### src/rtl/fir_mac_sched_pkg.sv
// Shared widths, FSM state type and datapath typedefs for the sequential FIR engine.
package FirPkg;

    localparam int unsigned DATA_WIDTH = 8;
    localparam int unsigned TAPS       = 8;
    localparam int unsigned ACC_WIDTH  = 2 * DATA_WIDTH + $clog2(TAPS);

    typedef enum logic [1:0] {
        StIdle,
        StMac,
        StDone
    } fir_state_e;

    typedef logic [DATA_WIDTH-1:0] sample_t;
    typedef logic [ACC_WIDTH-1:0]  acc_t;

endpackage

### src/rtl/fir_mac_sched_mul_nbit.sv
// Unsigned W x W combinational multiplier producing a full 2W-bit product.
module mul_nbit #(
    parameter int unsigned W = 8
) (
    input  logic [W-1:0]   A,
    input  logic [W-1:0]   B,
    output logic [2*W-1:0] P
);

    // Operands widened first so the product is never truncated.
    assign P = {{W{1'b0}}, A} * {{W{1'b0}}, B};

endmodule

### src/rtl/fir_mac_sched.sv
// Sequential FIR engine: one shared multiplier, one multiply-accumulate per cycle,
// valid/ready on both the sample input and the result output.
module fir_mac_sched #(
    parameter int unsigned DATA_WIDTH = FirPkg::DATA_WIDTH,
    parameter int unsigned TAPS       = 8,
    parameter int unsigned ACC_WIDTH  = 2 * DATA_WIDTH + $clog2(TAPS)
) (
    input  logic                      clk_i,
    input  logic                      rst_ni,
    input  logic                      coef_we_i,
    input  logic [$clog2(TAPS)-1:0]   coef_addr_i,
    input  logic [DATA_WIDTH-1:0]     coef_data_i,
    input  logic                      in_valid_i,
    output logic                      in_ready_o,
    input  logic [DATA_WIDTH-1:0]     in_data_i,
    output logic                      out_valid_o,
    input  logic                      out_ready_i,
    output logic [ACC_WIDTH-1:0]      out_data_o,
    output logic                      busy_o
);

    import FirPkg::*;

    localparam int unsigned TapW = $clog2(TAPS);

    fir_state_e              state_q, state_d;
    logic [TapW-1:0]         tap_q, tap_d;
    logic [ACC_WIDTH-1:0]    acc_q, acc_d;
    logic [ACC_WIDTH-1:0]    out_q, out_d;
    logic [DATA_WIDTH-1:0]   x_q [TAPS];
    logic [DATA_WIDTH-1:0]   x_d [TAPS];
    logic [DATA_WIDTH-1:0]   c_q [TAPS];
    logic [DATA_WIDTH-1:0]   c_d [TAPS];
    logic [2*DATA_WIDTH-1:0] prod;
    logic [ACC_WIDTH-1:0]    prod_ext;
    logic [ACC_WIDTH-1:0]    acc_sum;
    logic                    accept;
    logic                    last_tap;

    assign accept   = in_valid_i && (state_q == StIdle);
    assign last_tap = (tap_q == TapW'(TAPS - 1));
    assign prod_ext = ACC_WIDTH'(prod);
    assign acc_sum  = acc_q + prod_ext;

    mul_nbit #(
        .W (DATA_WIDTH)
    ) u_mul (
        .A (x_q[tap_q]),
        .B (c_q[tap_q]),
        .P (prod)
    );

    // FSM state register.
    always_ff @(posedge clk_i or negedge rst_ni) begin
        if (!rst_ni) begin
            state_q <= StIdle;
        end else begin
            state_q <= state_d;
        end
    end

    // FSM next-state logic.
    always_comb begin
        state_d = state_q;
        unique case (state_q)
            StIdle:  if (accept)      state_d = StMac;
            StMac:   if (last_tap)    state_d = StDone;
            StDone:  if (out_ready_i) state_d = StIdle;
            default:                  state_d = StIdle;
        endcase
    end

    // FSM outputs: pure decodes of the state register.
    always_comb begin
        in_ready_o  = (state_q == StIdle);
        out_valid_o = (state_q == StDone);
        busy_o      = (state_q != StIdle);
    end

    // Datapath next state: coefficient writes, delay-line shift, accumulation.
    always_comb begin
        x_d   = x_q;
        c_d   = c_q;
        acc_d = acc_q;
        tap_d = tap_q;
        out_d = out_q;
        // Write lands at the same edge as a handshake, so the new sample sees it.
        if (coef_we_i && (state_q == StIdle)) begin
            c_d[coef_addr_i] = coef_data_i;
        end
        if (accept) begin
            x_d[0] = in_data_i;
            for (int unsigned k = 1; k < TAPS; k++) begin
                x_d[k] = x_q[k-1];
            end
            acc_d = '0;
            tap_d = '0;
        end
        if (state_q == StMac) begin
            acc_d = acc_sum;
            tap_d = tap_q + 1'b1;
            if (last_tap) begin
                out_d = acc_sum;
                tap_d = '0;
            end
        end
    end

    // Datapath registers.
    always_ff @(posedge clk_i or negedge rst_ni) begin
        if (!rst_ni) begin
            tap_q <= '0;
            acc_q <= '0;
            out_q <= '0;
            for (int unsigned k = 0; k < TAPS; k++) begin
                x_q[k] <= '0;
                c_q[k] <= '0;
            end
        end else begin
            tap_q <= tap_d;
            acc_q <= acc_d;
            out_q <= out_d;
            x_q   <= x_d;
            c_q   <= c_d;
        end
    end

    assign out_data_o = out_q;

endmodule
### config.mk
export PLATFORM = sky130hd
export DESIGN_NAME = fir_mac_sched
export DESIGN_NICKNAME = d
export VERILOG_FILES = /design/src/rtl/fir_mac_sched_pkg.sv /design/src/rtl/fir_mac_sched_mul_nbit.sv /design/src/rtl/fir_mac_sched.sv
export SDC_FILE = /design/constraint.sdc
export NUM_CORES = 1
export LEC_CHECK = 0
export ABC_AREA = 1
export CAP_MARGIN = 20
export CORE_UTILIZATION = 40
export CTS_CLUSTER_SIZE = 40
export DETAILED_ROUTE_END_ITERATION = 10
export PLACE_DENSITY = 0.63
export SLEW_MARGIN = 20
export SYNTH_ARGS = -nofsm -noshare
export SYNTH_HDL_FRONTEND = slang
export SYNTH_HIERARCHICAL = 1
export SYNTH_SLANG_ARGS = --single-unit
### constraint.sdc
create_clock -name clk_i -period 5.3 [get_ports clk_i]
set_clock_uncertainty 0.2 [all_clocks]
set_input_delay 0.795 -clock clk_i [delete_from_list [all_inputs] [get_ports clk_i]]
set_output_delay 0.795 -clock clk_i [all_outputs]
set_load 0.1 [all_outputs]
==> summary.txt <==
Run status
  • Status: finished, violations left
  • Failing checks: setup timing

Synthesis
  • Sequential area share after synthesis: 39.0%
  • Mapped Nets: 1555
  • Ranking of synthesized cells by area: dfrtp_1 (39%), nand2_1 (15%), o21ai_0 (9.3%), inv_1 (7.9%), fa_1 (6.8%)
  • Top-area cell type share of the netlist area: 39.0%
  • Post-Syn Instances: 1440
  • Synthesized-area fraction occupied by adder cells: 12.9%
  • Synthesized area per cell: 7.61 um^2
  • Compound-gate portion of the synthesized area: 13.9%
  • Most used DFF post-synth: dfrtp_1
  • Yosys Warn Count: 6
  • Mux contribution to synthesized area: 0%
  • Post-synthesis xor/xnor area fraction: 0.959%
  • Post-Syn Area: 11000 um^2
  • Number of enable flip-flop cells after synthesis: 0
  • Leading area contributor after synthesis: dfrtp_1
  • Asr flop ratio synth: 100%
  • Distinct cells, synth: 34
  • Largest family of logic cells by synthesized area: simple AND/OR/NAND/NOR gates
  • Simple-Gate Fraction of Synth Area: 22.1%
  • Flops & latches, synth: 171

Clocking
  • H-tree levels: 4
  • Maximum clock insertion buffer count: 2
  • Clock Latency Late Sink: 0.43 ns
  • CTS Buf Count: 17
  • Clock root buffer: clkbuf_16
  • Hold Buf Count CTS: 0
  • TritonCTS Sinks: 171
  • CTS tree: built
  • Clk slew on worst S/H paths: 0.08 ns

Timing
  • Fmax: 169 MHz
  • Final Critical Period: 5.93 ns
  • Unrepaired setup endpoints after global routing: true
  • Worst slew pin tran: 0.993 ns
  • Final period util: 112%
  • Final setup fails: 27
  • Final hold vios: 0
  • Hold Slack: 0.171 ns
  • Setup slack after layout: -0.629 ns
  • Relative slew slack: 33.6%
  • Final Slew Violations: 0

Worst setup path
  • Slowest CP cell: fa_1
  • Critical path fanouts, max: 6
  • CP required: 5.41 ns
  • Worst Path Buf+Inv: 11
  • CP delay by family, top: adder cells
  • Endpoint class of the critical path: flop
  • CP startpoint kind: flop
  • CP Class: flop to flop
  • CP peak stage delay: 0.53 ns
  • CP arrival: 6.04 ns
  • Worst path most repeated cell: nand2_1

GRT
  • Initial antenna violation count: 0
  • Vias in the first global route: 9375
  • Largest net degree at the start of global routing: 97
  • Overall Global Routing Usage: 20.4%
  • First-pass GRT wire length: 46500 um
  • GR Overflow Total: 0

Routing
  • Vias per cell: 5.01
  • Routed len/inst: 14.8 um
  • DR pass1 iterations: 5
  • WL final: 28800 um
  • DR vias: 9784
  • DRC viols: 0
  • Initial DRC count: 665
  • DRT antenna net count: 0

Die
  • Initial core utilization: 40.7%
  • Die area: 28100 um^2
  • Die width: 168 um
  • I/O Pins: 46
  • Die height: 168 um
  • Core Region: 27000 um^2
  • # rows: 60

Job
  • Max Cap Viol: 0

Cells and area
  • Layout area overhead: 34.7%
  • Share of cells above drive strength 1: 28.7%
  • Final nets: 1713
  • Most frequent cells in the layout: nand2_1 (346), inv_1 (197), dfrtp_1 (169)
  • Commonest non-fill, non-tap cell in the layout: nand2_1
  • Final design utilization: 54.8%
  • ANT cells: 0
  • Fillers: 2341

Place
  • IO Port Bufs: 45
  • DP Worst Slack: -0.642 ns
  • Final HPWL DP: 18800 um
  • Gpl congestion: 0.895

Min path
  • Hold WC Path Type: primary input to asynchronous set/reset pin
-- cells in the mapped netlist (12+ instances only) --
| cell | instances |
|---|---|
| buf_2 | 13 |
| ha_1 | 54 |
| nand3b_1 | 12 |
| clkbuf_1 | 49 |
| inv_1 | 231 |
| nor2_1 | 61 |
| a31oi_1 | 16 |
| nand3_1 | 41 |
| nand2_1 | 425 |
| dfrtp_1 | 171 |
| a21oi_1 | 58 |
| fa_1 | 37 |
| o21ai_0 | 203 |
-- cell families after synthesis --
family / Yosys count
simple gates: 567
buf+inv: 307
compound gates: 292
flops: 171
fa+ha+maj: 91
xor+xnor: 12
-- final timing paths --
check | startpoint | cells after the start | slack (ns) | endpoint
max | tap_q[0] | 36 | -0.63 | acc_q[17]
min | rst_ni | 1 | 0.17 | out_data_o[12]
max reg2reg | tap_q[0] | 36 | -0.63 | acc_q[17]
min reg2reg | out_data_o[14] | 2 | 0.28 | out_data_o[14]
max in group asynchronous | rst_ni | 2 | 3.69 | tap_q[0]
min in group clk_i | out_data_o[14] | 2 | 0.28 | out_data_o[14]
-- metal layers --
layer	part of all wire (%)	up-vias	routed length [um]	global-route usage [%]
met5	0	-	0	0
met4	1.6	0	452	5.82
met3	3.4	28	992	2.69
met2	49	204	14000	33.8
met1	46	4708	13300	28.0
li1	-	4844	-	-
-- cell type report --
type	count	area, um^2	area share (%)
clock inverters	12	90.1	0.610
inverters	243	955	6.46
clock buffers	19	443	3.00
flip-flops and latches	171	4280	29.0
well taps	341	427	2.89
repair buffers	203	1900	12.9
multi-input cells	962	6670	45.2
-- state kept, by name, summed over array words and instances, names as in the netlist --
signal / flops
tap_q: 3
c_q: 64
out_data_o: 19
state_q: 2
acc_q: 19
x_q: 64
-- per-stage QoR --
step / TNS (ns) / area (um^2) / cells
global placement: -12.51 / 12700 / 1881
CTS: -9.94 / 13800 / 1933
floorplan: -1.14 / 11200 / 1440
finish: -11.86 / 14800 / 1951
global route: -18.46 / 14800 / 1951
detailed placement: -12.97 / 12700 / 1881
-- repair_timing --
| action | in CTS | in global routing |
|---|---|---|
| endpoints found under the setup margin | 26 | 28 |
| cloned | 4 | 1 |
| setup buffers | 17 | 19 |
| gates resized for setup | 105 | 228 |
| pin swaps | 50 | 103 |
Power is left out: the tool's default activity adds up to more than one toggle a clock period on the data nets, which glitch-free logic cannot reach.
